==> src/rtl/uart_pkg.sv <==
`timescale 1ns/1ps
`default_nettype none
// ============================================================================
//  Module      : uart_pkg
//  Description : Shared types and helpers for the UART transmit path:
//                FSM state encoding, data width and bit-period computation.
//  Revision    : 1.0 - initial release
// ============================================================================
package uart_pkg;

    // Width of one UART character.
    localparam int DATA_WIDTH = 8;

    // FSM states. PARITY is only entered when UART_TX_PARITY_EN is defined,
    // but the encoding is kept fixed so both builds share one state map.
    typedef enum logic [2:0] {
        IDLE   = 3'd0,
        START  = 3'd1,
        DATA   = 3'd2,
        PARITY = 3'd3,
        STOP   = 3'd4
    } uart_state_e;

    // Clock cycles per line bit. Integer division: the residual bit-rate
    // error is accepted.
    function automatic int calc_baud_tick(input int clk_speed, input int baud_rate);
        return clk_speed / baud_rate;
    endfunction

endpackage
`default_nettype wire

==> src/rtl/uart_baud_counter.sv <==
`timescale 1ns/1ps
`default_nettype none
// ============================================================================
//  Module      : uart_baud_counter
//  Description : Bit-period counter. Counts 0..BAUD_TICK-1 while enabled and
//                wraps to 0 at the end of every bit period.
//  Ports       : clock   - system clock (rising edge)
//                clear   - synchronous clear of the tick counter
//                en      - count enable (high while a frame is in flight)
//                bit_end - high in the last cycle of each bit period
//  Revision    : 1.0 - initial release
// ============================================================================
module uart_baud_counter #(
    parameter int BAUD_TICK = 16
) (
    input  logic clock,
    input  logic clear,
    input  logic en,
    output logic bit_end
);

    localparam int BAUD_TICK_WIDTH = (BAUD_TICK > 1) ? $clog2(BAUD_TICK) : 1;
    localparam logic [BAUD_TICK_WIDTH-1:0] c_tick_last = BAUD_TICK_WIDTH'(BAUD_TICK - 1);

    logic [BAUD_TICK_WIDTH-1:0] tick_q;
    logic [BAUD_TICK_WIDTH-1:0] tick_d;

    always_comb begin
        tick_d = tick_q;
        if (clear) begin
            tick_d = '0;
        end else if (en) begin
            // Wrap on the terminal count so the value never reaches BAUD_TICK.
            tick_d = (tick_q == c_tick_last) ? '0 : tick_q + 1'b1;
        end
    end

    always_ff @(posedge clock) begin
        tick_q <= tick_d;
    end

    assign bit_end = en && (tick_q == c_tick_last);

endmodule
`default_nettype wire

==> src/rtl/uart_transmit.sv <==
`timescale 1ns/1ps
`default_nettype none
// ============================================================================
//  Module      : uart_transmit
//  Description : UART transmitter. Accepts a byte on a send/ready handshake
//                and serialises it as start bit, 8 data bits LSB first,
//                optional even parity bit, one stop bit.
//  Build macro : UART_TX_PARITY_EN - adds an even parity bit after data bit 7
//  Ports       : clock         - system clock (rising edge)
//                reset         - synchronous, active-high reset
//                dataIn[7:0]   - byte to send, sampled on the accept cycle
//                send          - valid; accepted when send && ready
//                ready         - high only while idle
//                tx            - registered serial line, idles high
//                finished_send - pulse in the last cycle of the stop bit
//  Revision    : 1.0 - initial release
// ============================================================================
module uart_transmit
    import uart_pkg::*;
#(
    parameter int CLK_SPEED = 50_000_000,
    parameter int BAUD_RATE = 9600
) (
    input  logic                  clock,
    input  logic                  reset,
    input  logic [DATA_WIDTH-1:0] dataIn,
    input  logic                  send,
    output logic                  ready,
    output logic                  tx,
    output logic                  finished_send
);

    localparam int BAUD_TICK = calc_baud_tick(CLK_SPEED, BAUD_RATE);
    localparam int BITCNT_WIDTH = $clog2(DATA_WIDTH);
    localparam logic [BITCNT_WIDTH-1:0] c_last_bit = BITCNT_WIDTH'(DATA_WIDTH - 1);

    generate
        if (BAUD_TICK < 2) begin : g_bad_baud_tick
            $error("uart_transmit: CLK_SPEED/BAUD_RATE must be at least 2");
        end
    endgenerate

    uart_state_e              state_q;
    uart_state_e              state_d;
    logic [DATA_WIDTH-1:0]    shift_q;
    logic [DATA_WIDTH-1:0]    shift_d;
    logic [BITCNT_WIDTH-1:0]  bitcnt_q;
    logic [BITCNT_WIDTH-1:0]  bitcnt_d;
    logic                     tx_q;
    logic                     tx_d;
`ifdef UART_TX_PARITY_EN
    logic                     parity_q;
    logic                     parity_d;
`endif

    logic accept;
    logic bit_end;
    logic cnt_clear;
    logic cnt_en;

    // ------------------------------------------------------------------
    // Bit-period timing
    // ------------------------------------------------------------------
    assign cnt_clear = reset || accept;
    assign cnt_en    = (state_q != IDLE);

    uart_baud_counter #(
        .BAUD_TICK (BAUD_TICK)
    ) u_baud_counter (
        .clock   (clock),
        .clear   (cnt_clear),
        .en      (cnt_en),
        .bit_end (bit_end)
    );

    // ------------------------------------------------------------------
    // Next-state and datapath
    // ------------------------------------------------------------------
    always_comb begin
        state_d  = state_q;
        shift_d  = shift_q;
        bitcnt_d = bitcnt_q;
        accept   = 1'b0;
`ifdef UART_TX_PARITY_EN
        parity_d = parity_q;
`endif

        case (state_q)
            IDLE: begin
                if (send) begin
                    accept   = 1'b1;
                    state_d  = START;
                    shift_d  = dataIn;
                    bitcnt_d = '0;
`ifdef UART_TX_PARITY_EN
                    // The shift register empties as bits go out, so the
                    // parity is captured together with the byte.
                    parity_d = ^dataIn;
`endif
                end
            end
            START: begin
                if (bit_end) begin
                    state_d = DATA;
                end
            end
            DATA: begin
                if (bit_end) begin
                    shift_d  = {1'b0, shift_q[DATA_WIDTH-1:1]};
                    bitcnt_d = bitcnt_q + 1'b1;
                    if (bitcnt_q == c_last_bit) begin
`ifdef UART_TX_PARITY_EN
                        state_d = PARITY;
`else
                        state_d = STOP;
`endif
                    end
                end
            end
`ifdef UART_TX_PARITY_EN
            PARITY: begin
                if (bit_end) begin
                    state_d = STOP;
                end
            end
`endif
            STOP: begin
                if (bit_end) begin
                    state_d = IDLE;
                end
            end
            default: begin
                state_d = IDLE;
            end
        endcase

        // The line level is computed from the next state so that tx can be
        // registered without lagging the FSM by a cycle.
        case (state_d)
            START:   tx_d = 1'b0;
            DATA:    tx_d = shift_d[0];
`ifdef UART_TX_PARITY_EN
            PARITY:  tx_d = parity_d;
`endif
            default: tx_d = 1'b1;
        endcase
    end

    always_ff @(posedge clock) begin
        if (reset) begin
            state_q  <= IDLE;
            shift_q  <= '0;
            bitcnt_q <= '0;
            tx_q     <= 1'b1;
`ifdef UART_TX_PARITY_EN
            parity_q <= 1'b0;
`endif
        end else begin
            state_q  <= state_d;
            shift_q  <= shift_d;
            bitcnt_q <= bitcnt_d;
            tx_q     <= tx_d;
`ifdef UART_TX_PARITY_EN
            parity_q <= parity_d;
`endif
        end
    end

    // ------------------------------------------------------------------
    // Outputs
    // ------------------------------------------------------------------
    assign tx    = tx_q;
    assign ready = (state_q == IDLE);
    // A reset landing on the last stop cycle abandons the frame, so the
    // completion pulse is suppressed in that cycle.
    assign finished_send = (state_q == STOP) && bit_end && !reset;

endmodule
`default_nettype wire

==> config.mk <==
export PLATFORM = sky130hd
export DESIGN_NAME = uart_transmit
export DESIGN_NICKNAME = d
export VERILOG_FILES = /design/src/rtl/uart_pkg.sv /design/src/rtl/uart_baud_counter.sv /design/src/rtl/uart_transmit.sv
export SDC_FILE = /design/constraint.sdc
export NUM_CORES = 1
export LEC_CHECK = 0
export ABC_AREA = 1
export CAP_MARGIN = 20
export CORE_MARGIN = 2
export CORE_UTILIZATION = 59
export CTS_CLUSTER_DIAMETER = 30
export DETAILED_ROUTE_END_ITERATION = 16
export MAX_ROUTING_LAYER = met4
export PLACE_DENSITY = 0.82
export SLEW_MARGIN = 20
export SYNTH_ARGS = -nofsm -noshare
export SYNTH_HDL_FRONTEND = slang
export SYNTH_SLANG_ARGS = --single-unit
==> constraint.sdc <==
create_clock -name clock -period 2.95 [get_ports clock]
set_input_delay 0.59 -clock clock [delete_from_list [all_inputs] [get_ports clock]]
set_output_delay 0.59 -clock clock [all_outputs]
set_load 0.05 [all_outputs]
==> flow_summary.toml, run 1 <==
[setup_path]
required_ns = 2.36
end_kind = "primary output"
worst-endpoint-arrival_ns = 2.01
cp-start-kind = "flip-flop"
worstPathCellList = "nor2_1 -> nand2_2 -> inv_2 -> clkdlybuf4s50_1"
cp_slowest_cell = "clkdlybuf4s50_1"
setup.worst_path.class = "reg2out"
cp_top_family = "buffers and inverters"
worst-path-buf-inv = 2
cpPeakStageDelay_ns = 0.80
path_max_fanout = 11

[global_route]
antenna_found_initial = 0
grt_pass1_wl_um = 4671
grt_max_degree = 16
overflow = 0
grtUsageTotal = 0.2327
grt_pass1_vias = 1189

[logic_synthesis]
yosysMostFrequentCell = "nand2_1"
synth-seq-cells = 28
yosys.area.top_type_share = 0.3961
yosysWarnings = 0
synthArstFlopShare = 0
synth-edff-count = 0
synth_cells = 194
synth.distinct_cells = 29
netlist_top_cells_area = "dfxtp_1, nand2_1, nand3_1"
synth_top_area_cell = "dfxtp_1"
yosysSeqAreaShare = 0.3961
synth_area_um2 = 1415
yosys-top-cells-count = "nand2_1, dfxtp_1, nand3_1, nor2_1, inv_1"
synth_nets = 208
ys.flop_type = "dfxtp_1"
synth.avg_cell_area_um2 = 7.294

[placement]
placed_cells = 231
placed_cell_area_um2 = 1560
gp_congestion = 0.8346
portBuffers = 13
place_ws_ns = 0.7537
dp_hpwl_um = 2212

[min_path]
min_path_type = "reg2reg"

[timing]
hold_ws_ns = 0.4976
finalSetupTns_ns = 0
fin_crit_sh = 0.8807
rsz0062_at_grt = "no"
finalClockSkew_ns = 0.008010
setup_ws_ns = 0.3518
drv_slew = 0
setup_viol = 0
max_freq_ghz = 0.3849
slew_headroom = 0.6672
tightestPinTransition_ns = 0.4976
final_hold_viol_count = 0
final_period_minus_worst_setup_slack_ns = 2.598

[detailed_routing]
first_iter_violations = 37
dr.pass1.iters = 4
wl_um = 2872
ant_nets = 0
vias_per_cell = 5.587
wl_per_cell_um = 12.22
num_vias = 1313
drc = 0

[finish]
final_area_um2 = 1597
num-fill-cells = 198
diodes = 0
final_layout_size_suffix_gt1_frac = 0.1256
area_delta_synth_final_pct = 12.82
utilization = 0.7148
nNetsFinal = 222
instances_no_fill = 235

[power_and_ir_drop]
ir_worst_vdd_mv = 0.4088
p_leak_nw = 0.6316
p_per_area_nw_per_um2 = 414.4
power_mw = 0.6616

[cts]
cts_root_buf = "clkbuf_4"
htreeDepth = 1
clk_pin_slew_ns = 0.15
clockBufferDepth = 2
cts_resized = 0
tritoncts = "yes"
cts_buffers = 3
postCtsSetupBuffers = 0
clkLatencyLatePin_ns = 0.33
cts_sinks = 28
cts_hold_buf = 0

[floorplan]
ios = 14
initial_core_util = 0.6336
dieArea_um2 = 2806
rows = 17
die_height_um = 52.98
die_w_um = 52.98
core_um2 = 2233

[outcome]
outcome = "finished, final reports clean"

[job]
cap_violations = 0
==> metal layers <==
metal	routed length [um]	GRT usage
met1	1246	0.2513
met2	1481	0.4146
met3	107	0.04237
met4	37	0.1026
met5	0	-
==> tightest hold or removal path: stages (launching register included) <==
cell	delay (ns)
dfxtp_1	0.35
nand2_1	0.06
a21oi_1	0.05
==> registers in the layout, summed over array words and instances (netlist names) <==
name / flops
bitcnt_q: 3
shift_q: 8
state_q: 3
tx: 1
u_baud_counter.tick_q: 13
==> worst paths after layout <==
| kind | startpoint | end | slack [ns] | depth (start not counted) |
|---|---|---|---|---|
| hold reg to reg | u_baud_counter.tick_q[1] | u_baud_counter.tick_q[1] | 0.50 | 2 |
| setup reg to reg | state_q[2] | u_baud_counter.tick_q[9] | 1.16 | 8 |
| setup / recovery | state_q[2] | ready | 0.35 | 4 |
| hold / removal | u_baud_counter.tick_q[1] | u_baud_counter.tick_q[1] | 0.50 | 2 |
==> cell usage in the layout, fill, tap and decap left out, drive strengths merged <==
cell	count
dfxtp	28
clkbuf	4
a21oi	11
a31oi	8
nand2	44
o21ai	4
nor3	11
nand4	3
clkdlybuf4s50	12
nand3	28
xnor2	1
xor2	2
ha	3
inv	21
nor2	23
a211oi	1
clkinv	1
buf	2
==> where the power goes <==
group	internal (mW)	total, mW	switching [mW]
clock network	0.0755	0.189	0.113
registers	0.390	0.397	0.00671
logic	0.0313	0.0763	0.0450
total	0.497	0.662	0.165
==> logic make-up after synthesis <==
family / count (synthesis) / synth area share
adder cells (fa/ha/maj): 3 / 0.02653
buffers and inverters: 27 / 0.08487
flip-flops: 28 / 0.3961
XOR/XNOR: 3 / 0.01857
AO/OA/AOI/OAI: 24 / 0.09813
AND/OR/NAND/NOR: 109 / 0.3758
==> cell type report <==
class	instances	area [um2]	area share
clock buffers	4	36.28	0.02273
multi-input cells	139	734.5	0.4600
inverters	22	82.58	0.05172
flip-flops and latches	28	560.5	0.3511
well taps	28	35.03	0.02194
repair buffers	14	147.6	0.09248
Note: power is estimated with default switching activity, not from simulation.
==> run 2: changes to the inputs <==
--- a/config.mk
+++ b/config.mk
@@ -7,10 +7,10 @@
 export LEC_CHECK = 0
 export ABC_AREA = 1
 export CAP_MARGIN = 20
-export CORE_MARGIN = 2
 export CORE_UTILIZATION = 59
 export CTS_CLUSTER_DIAMETER = 30
 export DETAILED_ROUTE_END_ITERATION = 16
+export GPL_TIMING_DRIVEN = 0
 export MAX_ROUTING_LAYER = met4
 export PLACE_DENSITY = 0.82
 export SLEW_MARGIN = 20
==> constraint.sdc (replaced) <==
create_clock -name clock -period 3.1 [get_ports clock]
set_input_delay 0.62 -clock clock [delete_from_list [all_inputs] [get_ports clock]]
set_output_delay 0.62 -clock clock [all_outputs]
set_load 0.05 [all_outputs]
==> flow_summary.toml, run 2 (same netlist as run 1, synthesis figures left out) <==
[outcome]
outcome = "finished, final reports clean"

[finish]
reg.largest.list = "u_baud_counter.tick_q: 13 flops, shift_q: 8 flops"
final_area_um2 = 1605
area_delta_synth_final_pct = 13.44
final_layout_size_suffix_gt1_frac = 0.1286
max_flop_register = "u_baud_counter.tick_q"
largest_reg_flops = 13
nNetsFinal = 225
layout.cells.most_common = "nand2_1"
diodes = 0
utilization = 0.7188
final_cell_mix = "nand2_1, dfxtp_1, nand3_1"

[placement]
placed_cell_area_um2 = 1570
gp_congestion = 0.8855
portBuffers = 12
dp_hpwl_um = 2236

[power_and_ir_drop]
p_clk_frac = 0.285
swShare = 0.2517
ir_worst_vdd_mv = 0.3553
p_comb_frac = 0.120
pwr-share-seq = 0.595
p_leak_nw = 0.6421
p_per_area_nw_per_um2 = 395.3
p_sw_mw = 0.1597
p_int_mw = 0.4748

[global_route]
grtUsageTotal = 0.2625
antenna_found_initial = 0
grt_pass1_vias = 1283
grt_max_degree = 16
overflow = 0
grt_pass1_wl_um = 5064

[setup_path]
setup.worst_path.class = "reg2out"
cpPeakStageDelay_ns = 0.54
required_ns = 2.48
worstPathCellList = "ha_1 -> nand2_1 -> clkinv_1 -> nand3_1 -> nor2_1 -> nand3_1 -> nor3_1 -> dlygate4sd2_1"
r2r_slack_ns = 1.46
path_max_fanout = 5
worst-path-buf-inv = 2
cp-start-kind = "flip-flop"
cp_slowest_cell = "dlygate4sd2_1"
worst-endpoint-arrival_ns = 2.18
cp_top_family = "buffers and inverters"
path_common_cell = "nand3_1"
end_kind = "primary output"

[min_path]
min_path_type = "reg2reg"

[cts]
cts_root_buf = "clkbuf_4"
cts_buffers = 3
cts_hold_buf = 0
clockBufferDepth = 2
cts_sinks = 28
clkLatencyLatePin_ns = 0.34
tritoncts = "yes"
htreeDepth = 1
clk_pin_slew_ns = 0.15

[timing]
drv_slew = 0
rsz0062_at_grt = "no"
final_hold_viol_count = 0
final_period_minus_worst_setup_slack_ns = 2.799
tightestPinTransition_ns = 0.4956
finalSetupTns_ns = 0
slew_headroom = 0.6685
finalClockSkew_ns = 0.01113
setup_viol = 0
max_freq_ghz = 0.3573
fin_crit_sh = 0.9029

[detailed_routing]
wl_per_cell_um = 11.88
vias_per_cell = 5.651
ant_nets = 0
first_iter_violations = 33
num_vias = 1345
wl_um = 2828
dr.pass1.iters = 4
drc = 0

[floorplan]
core_um2 = 2233
dieArea_um2 = 2598
initial_core_util = 0.6336
die_height_um = 50.98
ios = 14
die_w_um = 50.98
rows = 17

[job]
cap_violations = 0
run 2: metal layers:
layer  wire (um)  global-route usage  part of all wire
met1        1155              0.2509              0.41
met2        1526              0.5110              0.54
met3         108             0.05952             0.038
met4          38             0.08333             0.013
met5           0                   -                 0
run 2: final timing paths:
kind / start / endpoint / cells after the start
worst max-delay path: u_baud_counter.tick_q[0] / finished_send / 8
worst min-delay path: bitcnt_q[2] / bitcnt_q[2] / 2
worst max register to register: u_baud_counter.tick_q[0] / tx / 11
worst min register to register: bitcnt_q[2] / bitcnt_q[2] / 2
run 2: power groups by stage:
stage	sequential, mW	clock, mW	combinational (mW)
floorplan	0.388	0	0.0466
global placement	0.385	0	0.0745
global route	0.378	0.202	0.0846
detailed placement	0.385	0	0.0766
CTS	0.377	0.184	0.0768
finish	0.377	0.181	0.0764
run 2: worst min-delay path, cell delays in order (launching register included):
cell and delay (ns):
dfxtp_1 0.34, nand3_1 0.07, a21oi_1 0.06
run 2: layout make-up:
type                       count  area, um2
fill                         187      628.1
multi-input combinational    139      734.5
clock buffer                   4      36.28
sequential                    28      560.5
timing repair buffer          12      118.9
buffer                         5      37.54
inverter                      22      82.58
tap                           28      35.03
run 2: metrics by stage:
stage                     worst slack, ns  instances  power, mW  hold WS (ns)
final                              0.3010        238     0.6346        0.4971
after global routing               0.1113        238     0.6652        0.5148
after CTS                          0.2868        238     0.6385        0.4976
after detailed placement           0.3852        234     0.4617        0.4772
after global placement             0.4115        234     0.4591        0.4714
after floorplan                    0.4506        194     0.4344        0.4567
run 2: timing repair:
item                                   CTS  global route
endpoints found under the hold margin    0             0
setup endpoints to repair                1             0
resized for setup                        1             0
buffers inserted                         0             0
==> run 3: changes to the inputs <==
--- a/config.mk
+++ b/config.mk
@@ -7,12 +7,12 @@
 export LEC_CHECK = 0
 export ABC_AREA = 1
 export CAP_MARGIN = 20
-export CORE_UTILIZATION = 59
+export CORE_UTILIZATION = 55
 export CTS_CLUSTER_DIAMETER = 30
 export DETAILED_ROUTE_END_ITERATION = 16
 export GPL_TIMING_DRIVEN = 0
 export MAX_ROUTING_LAYER = met4
-export PLACE_DENSITY = 0.82
+export PLACE_DENSITY = 0.77
 export SLEW_MARGIN = 20
 export SYNTH_ARGS = -nofsm -noshare
 export SYNTH_HDL_FRONTEND = slang
==> constraint.sdc (replaced) <==
create_clock -name clock -period 2.68 [get_ports clock]
set_input_delay 0.536 -clock clock [delete_from_list [all_inputs] [get_ports clock]]
set_output_delay 0.536 -clock clock [all_outputs]
set_load 0.05 [all_outputs]
==> flow_summary.toml, run 3 (same netlist as run 1, synthesis figures left out) <==
[setup_path]
cpPeakStageDelay_ns = 0.41
cp-start-kind = "flip-flop"
worst-endpoint-arrival_ns = 1.91
end_kind = "primary output"
path_max_fanout = 5
worstPathCellList = "ha_1 -> nand2_1 -> clkinv_1 -> nand3_1 -> nor2_2 -> nand3_1 -> nor3_1 -> clkbuf_4"
cp_slowest_cell = "dfxtp_1"
r2r-start = "u_baud_counter.tick_q[0]"
r2r_end = "tx"
r2r_cells = 11
path_common_cell = "nand3_1"
setup.worst_path.class = "reg2out"
r2r_slack_ns = 1.06
required_ns = 2.14

[floorplan]
core_um2 = 2455
dieArea_um2 = 2780
ios = 14
die_w_um = 52.73
die_height_um = 52.73
initial_core_util = 0.5765
rows = 18

[timing]
fin_crit_sh = 0.9126
final_hold_viol_count = 0
finalSetupTns_ns = 0
drv_slew = 0
rsz0062_at_grt = "no"
tightestPinTransition_ns = 0.5028
slew_headroom = 0.6638
max_freq_ghz = 0.4089
final_period_minus_worst_setup_slack_ns = 2.446
setup_viol = 0
finalClockSkew_ns = 0.02005

[detailed_routing]
ant_nets = 0
drc = 0
first_iter_violations = 24
wl_um = 2943
num_vias = 1298
dr.pass1.iters = 4
wl_per_cell_um = 12.26
vias_per_cell = 5.408

[cts]
tritoncts = "yes"
clkLatencyLatePin_ns = 0.35
cts_root_buf = "clkbuf_4"
cts_sinks = 28
clk_pin_slew_ns = 0.16
htreeDepth = 1
clockBufferDepth = 2
postCtsSetupBuffers = 0
cts_buffers = 3

[min_path]
holdCritStartpoint = "shift_q[2]"
min_path_type = "reg2reg"
holdPathStages = 2
min_to = "shift_q[1]"

[global_route]
grt_pass1_wl_um = 4754
overflow = 0
antenna_found_initial = 0
grtUsageTotal = 0.2376
grt_pass1_vias = 1160
grt_max_degree = 17

[finish]
final_layout_size_suffix_gt1_frac = 0.1381
area_delta_synth_final_pct = 14.85
max_flop_register = "u_baud_counter.tick_q"
reg.largest.list = "u_baud_counter.tick_q: 13 flops, shift_q: 8 flops"
layout.cells.most_common = "nand2_1"
final_cell_mix = "nand2_1, dfxtp_1, nand3_1"
nNetsFinal = 225
diodes = 0
num-fill-cells = 199
largest_reg_flops = 13

[placement]
gp_congestion = 0.8390
portBuffers = 12
dp_hpwl_um = 2247

[power_and_ir_drop]
p_leak_nw = 0.6456
p_per_area_nw_per_um2 = 497.0
power_mw = 0.8077
ir_worst_vdd_mv = 0.4556

[outcome]
outcome = "finished, final reports clean"

[job]
cap_violations = 0
[run 3: changes by cell type in the layout (fill, tap and decap cells not counted)]
cell	previous run	this run
dlygate4sd2_1	1	0
clkbuf_4	3	4
nor2_2	1	2
nor2_1	21	20
bufinv_16	0	1
clkbuf_8	1	0
[run 3: stage by stage]
| stage | std cells | utilization | worst slack, ns | cell area, um2 | hold WS (ns) |
|---|---|---|---|---|---|
| after global placement | 236 | 0.6407 | 0.08705 | 1573 | 0.4683 |
| after CTS | 240 | 0.6626 | 0.04696 | 1627 | 0.4979 |
| after floorplan | 194 | - | 0.1146 | 1415 | 0.4567 |
| after detailed placement | 236 | 0.6407 | 0.01611 | 1573 | 0.4789 |
| final | 240 | 0.6621 | 0.2342 | 1625 | 0.4790 |
| after global routing | 240 | 0.6621 | 0.07232 | 1625 | 0.5160 |
[run 3: where the power goes]
group / internal (mW) / switching (mW) / leakage, nW / total, mW
combinational: 0.0368 / 0.0517 / 0.390 / 0.0885
sequential: 0.429 / 0.00724 / 0.228 / 0.436
clock: 0.152 / 0.131 / 0.0279 / 0.283
[run 3: worst max-delay path, delay by kind of cell (launching register included)]
kind	cells	cell delay (ns)
adder cells (fa/ha/maj)	1	0.18
buffers and inverters	2	0.37
flip-flops	1	0.41
AND/OR/NAND/NOR	5	0.61
[run 3: worst max-delay path by stage]
stage                    end  slack (ns)                      from
6_report       finished_send        0.23  u_baud_counter.tick_q[0]
3_5_place_dp   finished_send        0.02  u_baud_counter.tick_q[0]
5_1_grt        finished_send        0.07  u_baud_counter.tick_q[0]
3_3_place_gp   finished_send        0.09  u_baud_counter.tick_q[0]
4_1_cts        finished_send        0.05  u_baud_counter.tick_q[0]
2_1_floorplan  finished_send        0.11  u_baud_counter.tick_q[0]
[run 3: area by class of cell]
type	count	area [um2]	area share
timing repair buffer	12	117.6	0.07236
multi-input combinational	139	737.0	0.4534
inverter	22	82.58	0.05081
sequential	28	560.5	0.3449
buffer	5	37.54	0.02309
tap	30	37.54	0.02309
clock inverter	1	30.03	0.01848
clock buffer	3	22.52	0.01386
[run 3: routing by layer]
metal	global-route usage	vias to the layer above	routed length, um
li1	-	675	-
met1	0.2548	588	1291
met2	0.4325	30	1533
met3	0.02609	5	77
met4	0.1096	0	40
met5	-	-	0
[run 3: what timing repair did]
item / 4_1_cts / 5_1_grt
gates resized for setup: 4 / 4
hold buffers: 0 / 0
endpoints found under the setup margin: 1 / 1
